<file path="src/rtl/nibble_sum_accumulator.sv">
// Accumulates N_SAMPLES 5-bit adder results per window and presents the total on a valid/ready port.
// Optional macro SATURATE_EN: clamp the accumulator at all-ones on overflow instead of wrapping.
module nibble_sum_accumulator #(
  parameter  int ACC_W     = 12,
  parameter  int N_SAMPLES = 8,
  localparam int CNT_W     = $clog2(N_SAMPLES + 1)
) (
  input  logic             clk,
  input  logic             rst_n,
  input  logic             in_valid,
  output logic             in_ready,
  input  logic             in_cout,
  input  logic [3:0]       in_sum,
  input  logic             clear,
  output logic             out_valid,
  input  logic             out_ready,
  output logic [ACC_W-1:0] out_total,
  output logic [CNT_W-1:0] out_count,
  output logic             out_ovf
);

  typedef enum logic {ACCUM = 1'b0, HOLD = 1'b1} state_t;

  localparam logic [CNT_W-1:0] LAST = CNT_W'(N_SAMPLES - 1);

  state_t           state, state_next;
  logic [ACC_W-1:0] acc;
  logic [ACC_W:0]   acc_sum;
  logic             accept, win_end, flush;

  // Returns {overflow, new accumulator}; overflow is the carry out of the ACC_W-bit add.
  function automatic logic [ACC_W:0] add_beat(input logic [ACC_W-1:0] a, input logic [4:0] b);
    logic [ACC_W:0] s;
    s = {1'b0, a} + {{(ACC_W-4){1'b0}}, b};
`ifdef SATURATE_EN
    if (s[ACC_W]) s = {1'b1, {ACC_W{1'b1}}};
`endif
    return s;
  endfunction

  assign acc_sum = add_beat(acc, {in_cout, in_sum});

  always_ff @(posedge clk or negedge rst_n) begin
    if (!rst_n) state <= ACCUM;
    else        state <= state_next;
  end

  always_comb begin
    state_next = state;
    in_ready   = 1'b0;
    out_valid  = 1'b0;
    accept     = 1'b0;
    win_end    = 1'b0;
    flush      = 1'b0;
    case (state)
      ACCUM: begin
        in_ready = !clear;
        accept   = in_valid && !clear;
        if (clear) begin
          flush = 1'b1;
        end else if (accept && (out_count == LAST)) begin
          win_end    = 1'b1;
          state_next = HOLD;
        end
      end
      HOLD: begin
        out_valid = 1'b1;
        if (clear || out_ready) begin
          flush      = 1'b1;
          state_next = ACCUM;
        end
      end
      default: state_next = ACCUM;
    endcase
  end

  // Window datapath; out_total is only loaded by the beat that closes the window.
  always_ff @(posedge clk or negedge rst_n) begin
    if (!rst_n) begin
      acc       <= '0;
      out_total <= '0;
      out_count <= '0;
      out_ovf   <= 1'b0;
    end else if (flush) begin
      acc       <= '0;
      out_count <= '0;
      out_ovf   <= 1'b0;
    end else if (accept) begin
      acc       <= acc_sum[ACC_W-1:0];
      out_count <= out_count + CNT_W'(1);
      if (acc_sum[ACC_W]) out_ovf <= 1'b1;
      if (win_end) out_total <= acc_sum[ACC_W-1:0];
    end
  end

endmodule
</file>
<file path="config.mk">
export PLATFORM = sky130hd
export DESIGN_NAME = nibble_sum_accumulator
export DESIGN_NICKNAME = d
export VERILOG_FILES = /design/src/rtl/nibble_sum_accumulator.sv
export SDC_FILE = /design/constraint.sdc
export NUM_CORES = 1
export LEC_CHECK = 0
export CAP_MARGIN = 20
export CORE_MARGIN = 8
export CORE_UTILIZATION = 51
export DETAILED_ROUTE_END_ITERATION = 10
export GPL_TIMING_DRIVEN = 0
export HOLD_SLACK_MARGIN = 0.05
export MAX_ROUTING_LAYER = met4
export PLACE_DENSITY = 0.78
export SYNTH_ARGS = -nofsm -noshare
export SYNTH_HDL_FRONTEND = slang
export SYNTH_SLANG_ARGS = --single-unit
export TNS_END_PERCENT = 10
</file>
<file path="constraint.sdc">
create_clock -name clk -period 2.3 [get_ports clk]
set_clock_uncertainty 0.15 [all_clocks]
set_input_delay 0.46 -clock clk [delete_from_list [all_inputs] [get_ports clk]]
set_output_delay 0.46 -clock clk [all_outputs]
set_load 0.05 [all_outputs]
</file>
Yosys cells after proc, flatten, opt, wreduce, memory -nomap -nowiden --
Index checks and enable logic that the tools add are counted.
Storage, ports and cells: register bits after elaboration 30, output and inout port bits 19, logic and storage cells 36
Cells by class: $add $sub $neg 2, equality and inequality tests 1, muxes and demuxes 18, bitwise logic cells 2, reductions and logical operators 8
Operator list (number):
- 12-bit two-way mux | 2
- 12-bit by 5-bit adder with 13-bit output | 1
- 1-bit two-way mux | 12
- 4-bit two-way mux | 2
- 4-bit by 1-bit adder with 4-bit output (second input constant) | 1
- 4-bit by 3-bit == test with 1-bit output (second input constant) | 1
- 1-bit case mux with 2 select lines | 2
- 2-bit nonzero test | 2
- 3-bit AND reduction | 1
- 1-bit logical AND | 2
- 1-bit NOT | 2
- 2-bit AND reduction | 1
- 1-bit zero test | 1
- 1-bit logical OR | 1

Longest topological paths before layout --
Gate-level depths: netlist of run 1.
depth in word-level cells 7, gate-level depth with buffers 8

Worst setup path before layout of run 1 --
No wires, ideal clock.
path type reg2reg, from register state, to register out_total[0], setup time 0.125 ns, data arrival time 2.008 ns, setup slack 0.017 ns, cell stages (with the launch flop) 7, cells stage by stage dfrtp_1 -> nor2_2 -> and2_1 -> buf_6 -> nand4b_4 -> buf_6 -> mux2_4
Between the ends: cells in the longest elaborated chain, start to end 4, elaborated cells between the ends (all ways) 6, those cells by class mux: 3; bitwise: 2; reduce/logical: 1
Ends and longest elaborated chain:
- start, declared | RTL line 26 | state_t state, state_next;
- start signal, assigned | RTL line 45 | else state <= state_next;
- 1-bit NOT
- 1-bit case mux with 2 select lines | RTL line 55 | case (state)
- 1-bit NOT (no source line)
- 3-bit AND reduction (no source line) (*)
- end signal, assigned | RTL line 92 | if (win_end) out_total <= acc_sum[ACC_W-1:0];
- end, declared | RTL line 17 | output logic [ACC_W-1:0] out_total,
Mark *: on every way between the ends. The rest lies on a longest branch, timed or not. A chain may end at the register's enable or synchronous reset.

Worst setup path after layout of run 1 --
from input port in_sum[2], to register acc[10]
Between the ends: cells in the longest elaborated chain, start to end 3
Ends and longest elaborated chain:
- start, declared | RTL line 13 | input logic [3:0] in_sum,
- 12-bit by 5-bit adder with 13-bit output | RTL line 34 | s = {1'b0, a} + {{(ACC_W-4){1'b0}}, b};
- 12-bit two-way mux | RTL line 88 | end else if (accept) begin
- 12-bit two-way mux | RTL line 84 | end else if (flush) begin
- end signal, assigned | RTL line 89 | acc <= acc_sum[ACC_W-1:0];
- end, declared | RTL line 27 | logic [ACC_W-1:0] acc;
Every way passes these cells. The select of a mux whose other input is x is not followed.

==> results of run 1 <==
[what timing repair did]
action	CTS	global route
pin swaps	0	6
hold buffers	0	0
buffers inserted	0	3
setup endpoints to repair	5	8
gates resized for setup	4	7
[flip-flops by register name, summed over array words and instances (netlist names)]
register,flops
out_total,12
out_count,4
acc,12
state,1
out_ovf,1
[cells by family (layout without fill, tap and decap cells)]
group           count (synthesis)  count (layout)  share of synthesized area (%)
fa+ha+maj                       7               7                           6.04
buf+inv                        10              49                           3.74
mux                             6               6                           4.93
simple gates                   40              40                           12.2
compound gates                 45              45                           19.2
flops                          30              30                           47.7
xor+xnor                       11              11                           6.12
[layer usage]
layer,up-vias,track usage (%)
met3,5,6.00
li1,609,-
met1,581,16.8
met4,0,6.35
met2,33,24.3
met5,-,-
[power groups by stage]
stage	clock network, mW	logic [mW]	registers (mW)
CTS	0.293	0.241	0.565
detailed placement	0	0.238	0.575
global placement	0	0.228	0.574
global route	0.311	0.284	0.568
finish	0.277	0.257	0.565
floorplan	0	0.146	0.587
[stage by stage]
step	hold slack [ps]	power [mW]	instances	area, sq um
after floorplan	14.4	0.733	149	1570
after global placement	310	0.802	210	1900
after detailed placement	320	0.813	211	1920
after CTS	340	1.10	218	1970
after global routing	371	1.16	221	2020
final	331	1.10	221	2020
[final timing paths]
kind                                           start                   endpoint  slack (ps)  cells past startpoint
max                                        in_sum[2]        acc[10]$_DFFE_PN0P_          50                      7
min in group asynchronous                      rst_n        acc[11]$_DFFE_PN0P_         440                      1
max in group asynchronous                      rst_n         acc[5]$_DFFE_PN0P_        1020                      2
min reg2reg                out_total[10]$_DFFE_PN0P_  out_total[10]$_DFFE_PN0P_         330                      2
min                        out_total[10]$_DFFE_PN0P_  out_total[10]$_DFFE_PN0P_         330                      2
max reg2reg                       acc[0]$_DFFE_PN0P_        acc[10]$_DFFE_PN0P_         160                      8
[cell usage in the layout, fill, tap and decap left out, types with 4 or more instances in the layout]
cell and n:
clkbuf_4 5, clkdlybuf4s50_1 26, a22o_1 5, xor2_1 8, inv_1 4, nor2_1 9, dfrtp_1 30, nand2_1 19
buf_4 4, a31oi_1 4, ha_1 5, a21o_1 7, o21ai_0 13, a21oi_1 6
[layout make-up]
class	count	area [sq um]
clock buffers	7	45.0
flip-flops and latches	30	751
repair buffers	32	328
multi-input cells	109	793
fillers	242	986
inverters	5	18.8
well taps	33	41.3
plain buffers	5	40.0
[critical path: cells and delay by family]
family,cells,cell delay [ps]
AOI/OAI and AO/OA,2,580
adders and majority gates,1,360
buffers and inverters,1,410
muxes,1,260
and+or+nand+nor,2,240
==> flow_summary_export.csv, run 1 <==
group,metric,value,unit
sta,worst_slew_pin_slew,787,ps
yosys,netlist_instances,149,
yosys,synth-seq-cells,30,
yosys,yosys.cell_count.top_type,"dfrtp_1",
sta,slew_violations,0,
sta,report.final.hold_viol_count,0,
route,drt_iter0_drc,52,
route,routed.top_layer,"met4",
clock_tree,htree_levels,2,
yosys,synth.area.top_cells,"dfrtp_1, ha_1, nand2_1",
yosys,synth.top_cells.by_count,"dfrtp_1, nand2_1, o21ai_0",
sta,fmax,444,MHz
yosys,ys_warn_count,0,
global_routing,grt_pass1_wl,5.94,mm
worst_setup_path,slowest_stage,"clkdlybuf4s50_1",
placement,place.detailed.hpwl,2.53,mm
floorplan,pin_count,29,
status,run_status,"completed",
route,wl_met2,1.61,mm
pwr,p_int,0.777,mW
sta,rsz0062_at_grt,"false",
route,dr_wl_met3,194,um
pwr,power.switching,0.322,mW
final_layout,nets,205,
floorplan,core-area,0.00300,sq mm
final_layout,utilization,67.2,%
worst_setup_path,cp_slowest_stage_delay,410,ps
yosys,synth_edf_count,0,
route,via_count,1228,
pwr,clockPowerShare,25.2,%
sta,setup_viol,0,
final_layout,area_growth,28.1,%
yosys,synth.top_cell.area_share,47.7,%
pwr,p_seq_share,51.4,%
floorplan,die_h,71.6,um
pwr,power_frac_comb,23.4,%
yosys,synthFlopType,"dfrtp_1",
clock_tree,cts_buffers,5,
sta,finalCritPeriodShare,98.0,%
route,met1_length,1.54,mm
worst_setup_path,cp_cell_sequence,"clkdlybuf4s50_1, ha_1, nor2b_4, o31a_4, o211ai_4, nor2_1, mux2_2",
global_routing,grt_overflow,0,
yosys,ys_seq_area_share,47.7,%
final_layout,n_antenna_cell,0,
pwr,pwr_density_cell,545,mW/mm^2
worst_setup_path,cp_data_required_time,2360,ps
yosys,syn_area,0.00157,sq mm
sta,final.min_clock_period,2250,ps
placement,routabilityCongestion,0.869,
worst_setup_path,cp_max_fo,4,
route,viasPerCell,5.56,
final_layout,post_route_cells_drive_above_1_share,15.4,%
global_routing,grt_max_degree,17,
clock_tree,cts.sinks,30,
global_routing,grt_usage,15.3,%
route,ant_nets,0,
floorplan,initial_core_util,52.4,%
route,drc,0,
global_routing,grt_pass1_vias,1303,
clock_tree,clk-insertion-delay-late,320,ps
worst_setup_path,cp-start-kind,"input pin",
yosys,synth_area_leader_cell,"dfrtp_1",
sta,max_slew_margin,47.4,%
hold_path,worstHoldPathType,"flop to flop",
floorplan,num_rows,20,
global_routing,antenna_found_initial,0,
route,wirelength,3.39,mm
yosys,avgSynthCellArea,10.6,sq um
worst_setup_path,critPathArrivalTime,2310,ps
pwr,vdd_drop_max,0.388,mV
yosys,syn-num-nets,166,
worst_setup_path,crit_path_end_kind,"flop",
route,dr.pass1.iters,4,
clock_tree,tritoncts,"done",
route,wire_per_inst,15.3,um
floorplan,die_area,0.00512,sq mm
pwr,p_leak,0.971,nW
yosys,async_reset_ff_share,100,%
placement,portBuffers,28,
yosys,synth_cell_type_count,37,
clock_tree,root_buffer,"clkbuf_4",
pwr,switching_share,29.3,%
clock_tree,clk_pin_slew,80,ps
flow_run,cap_violations,0,
sta,setup_tns,0,ps
clock_tree,ctsLongestPathBuffers,2,
worst_setup_path,critical_path_class,"input pin to flop",
floorplan,fp.dieW,71.6,um
placement,pre_cts_ws,-503,ps
sta,fin_ws,45.9,ps
Note: power is estimated with default switching activity, not from simulation.
==> inputs of run 2 (changes only) <==
--- a/config.mk
+++ b/config.mk
@@ -6,13 +6,14 @@
 export NUM_CORES = 1
 export LEC_CHECK = 0
 export CAP_MARGIN = 20
-export CORE_MARGIN = 8
+export CORE_MARGIN = 4
 export CORE_UTILIZATION = 51
 export DETAILED_ROUTE_END_ITERATION = 10
 export GPL_TIMING_DRIVEN = 0
 export HOLD_SLACK_MARGIN = 0.05
 export MAX_ROUTING_LAYER = met4
 export PLACE_DENSITY = 0.78
+export SETUP_SLACK_MARGIN = 0.2
 export SYNTH_ARGS = -nofsm -noshare
 export SYNTH_HDL_FRONTEND = slang
 export SYNTH_SLANG_ARGS = --single-unit
==> run 2 against run 1 <==
Design area up 0.62%. Count of clock-buffer cells in the layout down 1. Clock power rose by 10%. Register-to-register slack improved by 90 ps. Flip-flop and latch count unchanged. Worst hold slack better by 3.3 ps. Non-clock buffer count did not move. Critical path depth down 4. Global-route usage is 4.8 points higher. First-iteration DRC count down 25%. Combinational power about the same. Critical path type is now input pin to output port. Largest cell class unchanged. Largest power group unchanged. Highest routed layer unchanged.
==> flow_summary_export.csv, run 2 (same netlist as run 1, synthesis figures left out) <==
group,metric,value,unit
status,run_status,"completed",
pwr,power.switching,0.351,mW
worst_setup_path,cp_max_fo,4,
worst_setup_path,cp_data_required_time,1690,ps
pwr,p_int,0.777,mW
sta,rsz0062_at_grt,"true",
final_layout,final_cell_mix,"dfrtp_1, clkdlybuf4s50_1, nand2_1",
route,via_count,1253,
pwr,pwr_density_cell,556,mW/mm^2
final_layout,nets,205,
clock_tree,tritoncts,"done",
worst_setup_path,crit_family,"buffers and inverters",
final_layout,reg.largest.list,"acc: 12 flops, out_total: 12 flops, out_count: 4 flops",
route,dr.pass1.iters,4,
route,viasPerCell,5.70,
floorplan,die_h,63.6,um
worst_setup_path,r2r_cells,8,
final_layout,fill_cells,236,
placement,pre_cts_ws,-509,ps
worst_setup_path,critical_path_class,"input pin to output port",
route,wirelength,3.47,mm
clock_tree,cts_buffers,5,
worst_setup_path,critPathArrivalTime,1600,ps
final_layout,final_common_cell,"dfrtp_1",
clock_tree,cts.sinks,30,
clock_tree,clk_pin_slew,90,ps
worst_setup_path,cp_num_cells,3,
global_routing,antenna_found_initial,0,
worst_setup_path,slowest_stage,"dlygate4sd2_1",
pwr,vdd_drop_max,0.362,mV
worst_setup_path,crit_buf_inv,2,
placement,numPlacedInstances,209,
placement,portBuffers,28,
worst_setup_path,startpoint,"clear",
sta,slew_violations,0,
sta,setup_viol,0,
floorplan,num_rows,19,
worst_setup_path,reg2reg_from,"acc[0]$_DFFE_PN0P_",
sta,worst_slew_pin_slew,690,ps
worst_setup_path,r2r_end,"acc[10]$_DFFE_PN0P_",
sta,fmax,452,MHz
clock_tree,root_buffer,"clkbuf_4",
clock_tree,clk-insertion-delay-late,350,ps
sta,report.final.hold_viol_count,0,
placement,routabilityCongestion,0.880,
global_routing,grt_pass1_wl,6.00,mm
sta,fin_ws,86.2,ps
global_routing,grt_overflow,0,
route,drc,0,
clock_tree,htree_levels,2,
sta,finalCritPeriodShare,96.3,%
clock_tree,ctsLongestPathBuffers,2,
pwr,total_power,1.13,mW
route,ant_nets,0,
pwr,p_seq_share,50.3,%
worst_setup_path,cp_slowest_stage_delay,530,ps
hold_path,worstHoldPathType,"flop to flop",
floorplan,core-area,0.00285,sq mm
final_layout,n_antenna_cell,0,
clock_tree,holdBufCountCts,0,
final_layout,multiInputGateArea,800,sq um
floorplan,initial_core_util,55.2,%
sta,max_slew_margin,53.8,%
worst_setup_path,cp_cell_sequence,"clkdlybuf4s50_1, nor2_4, dlygate4sd2_1",
floorplan,pin_count,29,
floorplan,fp.dieW,63.6,um
route,drt_iter0_drc,39,
placement,place.detailed.hpwl,2.47,mm
global_routing,grt_pass1_vias,1314,
global_routing,grt_max_degree,19,
pwr,clockPowerShare,27.1,%
worst_setup_path,reg2reg_setup_slack,250,ps
worst_setup_path,cp-start-kind,"input pin",
worst_setup_path,endpoint,"in_ready",
final_layout,seq_area,752,sq um
floorplan,die_area,0.00404,sq mm
final_layout,instances_no_fill,220,
pwr,switching_share,31.1,%
final_layout,area_growth,28.9,%
sta,final.min_clock_period,2210,ps
sta,setup_tns,0,ps
pwr,power_frac_comb,22.7,%
worst_setup_path,crit_path_end_kind,"output port",
final_layout,post_route_cells_drive_above_1_share,16.9,%
global_routing,grt_usage,20.0,%
route,wire_per_inst,15.8,um
flow_run,cap_violations,0,
pwr,p_leak,1.01,nW
## run 2: changes by cell type in the layout (fill, tap and decap cells not counted), sizes merged
| cell | change |
|---|---|
| dlygate4sd2 | +5 |
| clkinv | +2 |
| clkbuf | -2 |
| dlymetal6s2s | +1 |
| clkdlybuf4s50 | -5 |
## run 2: worst min-delay path: cells and delay by family, from the launching register on
kind             cells  cell delay, ps
AND/OR/NAND/NOR      1              50
flip-flops           1             350
AO/OA/AOI/OAI        1              60
## run 2: power groups by stage
stage | registers, mW | clock network (mW) | logic (mW)
2_1_floorplan | 0.588 | 0 | 0.149
6_report | 0.567 | 0.305 | 0.256
4_1_cts | 0.567 | 0.310 | 0.254
3_3_place_gp | 0.575 | 0 | 0.231
5_1_grt | 0.570 | 0.336 | 0.281
3_5_place_dp | 0.575 | 0 | 0.244
## run 2: what timing repair did
action,4_1_cts,5_1_grt
buffers inserted,3,0
pin swaps,3,0
resized for setup,7,2
setup endpoints to repair,29,28
## run 2: metrics by stage
stage	util [%]	instance area, sq um	hold WS, ps
6_report	71.1	2030	334
4_1_cts	71.0	2020	342
5_1_grt	71.1	2030	365
3_3_place_gp	67.1	1910	310
2_1_floorplan	-	1600	14.4
3_5_place_dp	68.1	1940	319
## run 2: routing by layer
layer	track usage, %	share of wire (%)	vias up	routed length (um)
li1	-	-	607	-
met1	23.0	44	598	1510
met2	31.4	49	37	1680
met3	4.97	4.6	11	159
met4	12.4	3.3	0	114
met5	-	0	-	0
## run 2: area by class of cell
class	count	area share [%]
clock buffers	6	2.03
inverters	5	0.925
flip-flops and latches	30	37.1
plain buffers	5	1.97
multi-input cells	109	39.4
repair buffers	32	16.2
clock inverters	2	0.493
well taps	31	1.91
## run 2: how the worst min path moves through the flow
stage / end / startpoint / slack [ps] / depth (start not counted)
after floorplan: acc[0]$_DFFE_PN0P_ / rst_n / 10 / 0
after global placement: out_total[1]$_DFFE_PN0P_ / out_total[1]$_DFFE_PN0P_ / 310 / 2
after detailed placement: out_total[8]$_DFFE_PN0P_ / out_total[8]$_DFFE_PN0P_ / 320 / 2
after CTS: out_total[8]$_DFFE_PN0P_ / out_total[8]$_DFFE_PN0P_ / 340 / 2
after global routing: out_total[8]$_DFFE_PN0P_ / out_total[8]$_DFFE_PN0P_ / 360 / 2
final: out_total[9]$_DFFE_PN0P_ / out_total[9]$_DFFE_PN0P_ / 330 / 2
==> inputs of run 3 (changes only) <==
--- a/config.mk
+++ b/config.mk
@@ -5,14 +5,13 @@
 export SDC_FILE = /design/constraint.sdc
 export NUM_CORES = 1
 export LEC_CHECK = 0
-export CAP_MARGIN = 20
 export CORE_MARGIN = 4
-export CORE_UTILIZATION = 51
+export CORE_UTILIZATION = 46
 export DETAILED_ROUTE_END_ITERATION = 10
 export GPL_TIMING_DRIVEN = 0
 export HOLD_SLACK_MARGIN = 0.05
 export MAX_ROUTING_LAYER = met4
-export PLACE_DENSITY = 0.78
+export PLACE_DENSITY = 0.74
 export SETUP_SLACK_MARGIN = 0.2
 export SYNTH_ARGS = -nofsm -noshare
 export SYNTH_HDL_FRONTEND = slang
==> constraint.sdc (replaced) <==
create_clock -name clk -period 2 [get_ports clk]
set_clock_uncertainty 0.15 [all_clocks]
set_input_delay 0.4 -clock clk [delete_from_list [all_inputs] [get_ports clk]]
set_output_delay 0.4 -clock clk [all_outputs]
set_load 0.05 [all_outputs]
==> run 3 against run 2 <==
The run now ends with setup timing left. Setup slack worse by 170 ps. Power grew 26%. Flip-flop and latch count did not move. Die area up 9.5%. Wire length increased by 7.9%. Register-to-register slack worse by 330 ps. Clock power increased by 28%. Sequential share of layout area shrank 2.5 points. Non-clock buffer count is 4 higher. Combinational power is 47% higher. First-iteration DRC count up 67%. Count of clock-buffer cells in the layout increased by 1.
==> flow_summary_export.csv, run 3 (same netlist as run 1, synthesis figures left out) <==
group,metric,value,unit
route,wirelength,3.74,mm
worst_setup_path,cp-start-kind,"flop",
sta,finalCritPeriodShare,104,%
worst_setup_path,cp_cell_sequence,"ha_4, inv_2, fa_2, nor2b_2, o31a_4, o211ai_4, a21o_1, mux2_4",
floorplan,core-area,0.00315,sq mm
worst_setup_path,r2r_end,"acc[10]$_DFFE_PN0P_",
hold_path,min_from,"out_total[8]$_DFFE_PN0P_",
worst_setup_path,crit_path_end_kind,"flop",
placement,portBuffers,28,
floorplan,num_rows,20,
worst_setup_path,reg2reg_setup_slack,-80,ps
status,run_status,"finished, violations left",
final_layout,n_antenna_cell,0,
hold_path,whs_path_depth,2,
final_layout,nets,209,
clock_tree,cts.sinks,30,
worst_setup_path,r2r_cells,8,
global_routing,grt_pass1_vias,1305,
worst_setup_path,cp_max_fo,4,
pwr,pwr_density_cell,655,mW/mm^2
placement,routabilityCongestion,0.882,
route,ant_nets,0,
floorplan,fp.dieW,66.5,um
sta,fin_ws,-79.7,ps
sta,fmax,481,MHz
worst_setup_path,slowest_stage,"dfrtp_1",
route,dr.pass1.iters,4,
floorplan,die_area,0.00442,sq mm
clock_tree,cts_buffers,5,
clock_tree,clk_pin_slew,110,ps
route,drt_iter0_drc,65,
global_routing,antenna_found_initial,0,
sta,worst_slew_pin_slew,669,ps
worst_setup_path,crit_family,"adder cells",
sta,report.final.hold_viol_count,0,
global_routing,grt_usage,19.2,%
placement,place.detailed.hpwl,2.43,mm
sta,setup_viol,3,
pwr,p_leak,1.02,nW
route,drc,0,
final_layout,final_cell_mix,"dfrtp_1, nand2_1, o21ai_0",
flow_run,cap_violations,0,
pwr,total_power,1.42,mW
clock_tree,root_buffer,"clkbuf_4",
final_layout,post_route_cells_drive_above_1_share,30.6,%
placement,pre_cts_ws,-733,ps
sta,slew_violations,0,
hold_path,hold_path_end,"out_total[8]$_DFFE_PN0P_",
status,violations,"setup timing",
sta,max_slew_margin,55.4,%
clock_tree,tritoncts,"done",
worst_setup_path,cp_slowest_stage_delay,390,ps
clock_tree,clk-insertion-delay-late,340,ps
pwr,vdd_drop_max,0.409,mV
sta,whs,336,ps
worst_setup_path,reg2reg_from,"acc[0]$_DFFE_PN0P_",
worst_setup_path,cp_data_required_time,2070,ps
global_routing,grt_pass1_wl,6.19,mm
floorplan,initial_core_util,49.9,%
route,via_count,1309,
clock_tree,htree_levels,2,
route,wire_per_inst,15.8,um
sta,rsz0062_at_grt,"true",
final_layout,final_common_cell,"dfrtp_1",
sta,final.min_clock_period,2080,ps
route,viasPerCell,5.52,
worst_setup_path,critical_path_class,"flop to flop",
sta,setup_tns,-140,ps
clock_tree,ctsLongestPathBuffers,2,
final_layout,area_growth,38.2,%
floorplan,die_h,66.5,um
hold_path,worstHoldPathType,"flop to flop",
final_layout,reg.largest.list,"acc: 12 flops, out_total: 12 flops, out_count: 4 flops",
global_routing,grt_overflow,0,
worst_setup_path,crit_buf_inv,1,
worst_setup_path,critPathArrivalTime,2150,ps
floorplan,pin_count,29,
global_routing,grt_max_degree,31,
## run 3: cell count changes in the layout (fill, tap and decap cells not counted), moves of 4 or more
cell	previous run	this run
clkbuf_2	0	4
clkdlybuf4s15_1	0	9
clkdlybuf4s15_2	0	4
clkdlybuf4s50_1	21	3
## run 3: metal layers
layer / track usage [%] / up-vias / wire length (um)
met5: - / - / 0
met4: 9.39 / 0 / 63
met3: 4.89 / 9 / 188
met2: 29.5 / 39 / 1880
met1: 23.7 / 642 / 1600
li1: - / 619 / -
## run 3: worst max-delay path by stage
| stage | startpoint | end | slack (ps) | depth (start not counted) |
|---|---|---|---|---|
| 4_1_cts | acc[0]$_DFFE_PN0P_ | acc[10]$_DFFE_PN0P_ | -40 | 8 |
| 5_1_grt | acc[0]$_DFFE_PN0P_ | out_total[10]$_DFFE_PN0P_ | -170 | 9 |
| 6_report | acc[0]$_DFFE_PN0P_ | acc[10]$_DFFE_PN0P_ | -80 | 8 |
| 3_5_place_dp | in_sum[0] | acc[10]$_DFFE_PN0P_ | -730 | 9 |
| 3_3_place_gp | in_sum[0] | acc[10]$_DFFE_PN0P_ | -710 | 9 |
| 2_1_floorplan | in_sum[0] | acc[10]$_DFFE_PN0P_ | -60 | 8 |
## run 3: metrics by stage
stage,instances,utilization (%),cell area [sq um]
after floorplan,149,-,1600
after global placement,221,61.2,1930
after detailed placement,221,61.2,1930
after CTS,233,65.2,2060
after global routing,237,69.0,2170
final,237,69.0,2170
## run 3: final cells by class
type / count / area (sq um)
multi-input cells: 109 / 920
inverters: 5 / 18.8
fillers: 254 / 978
clock buffers: 7 / 55.1
well taps: 44 / 55.1
plain buffers: 5 / 40.0
repair buffers: 36 / 329
clock inverters: 1 / 5.00
flip-flops and latches: 30 / 752
## run 3: power breakdown
part | internal, mW | switching, mW | total [mW] | leakage (nW)
clock network | 0.170 | 0.219 | 0.389 | 0.0353
logic | 0.177 | 0.199 | 0.376 | 0.576
registers | 0.629 | 0.0299 | 0.659 | 0.412
## run 3: what timing repair did
action,in CTS,in global routing
hold buffers,0,1
gates cloned,0,0
buffers inserted,4,3
gates resized for setup,47,39
hold endpoints to repair,0,30
pin swaps,7,18
setup endpoints to repair,45,31
## run 3: worst min-delay path, cell delays in order, from the launching register on
cell	delay (ps)
dfrtp_1	360
nand2_1	40
o21ai_0	60
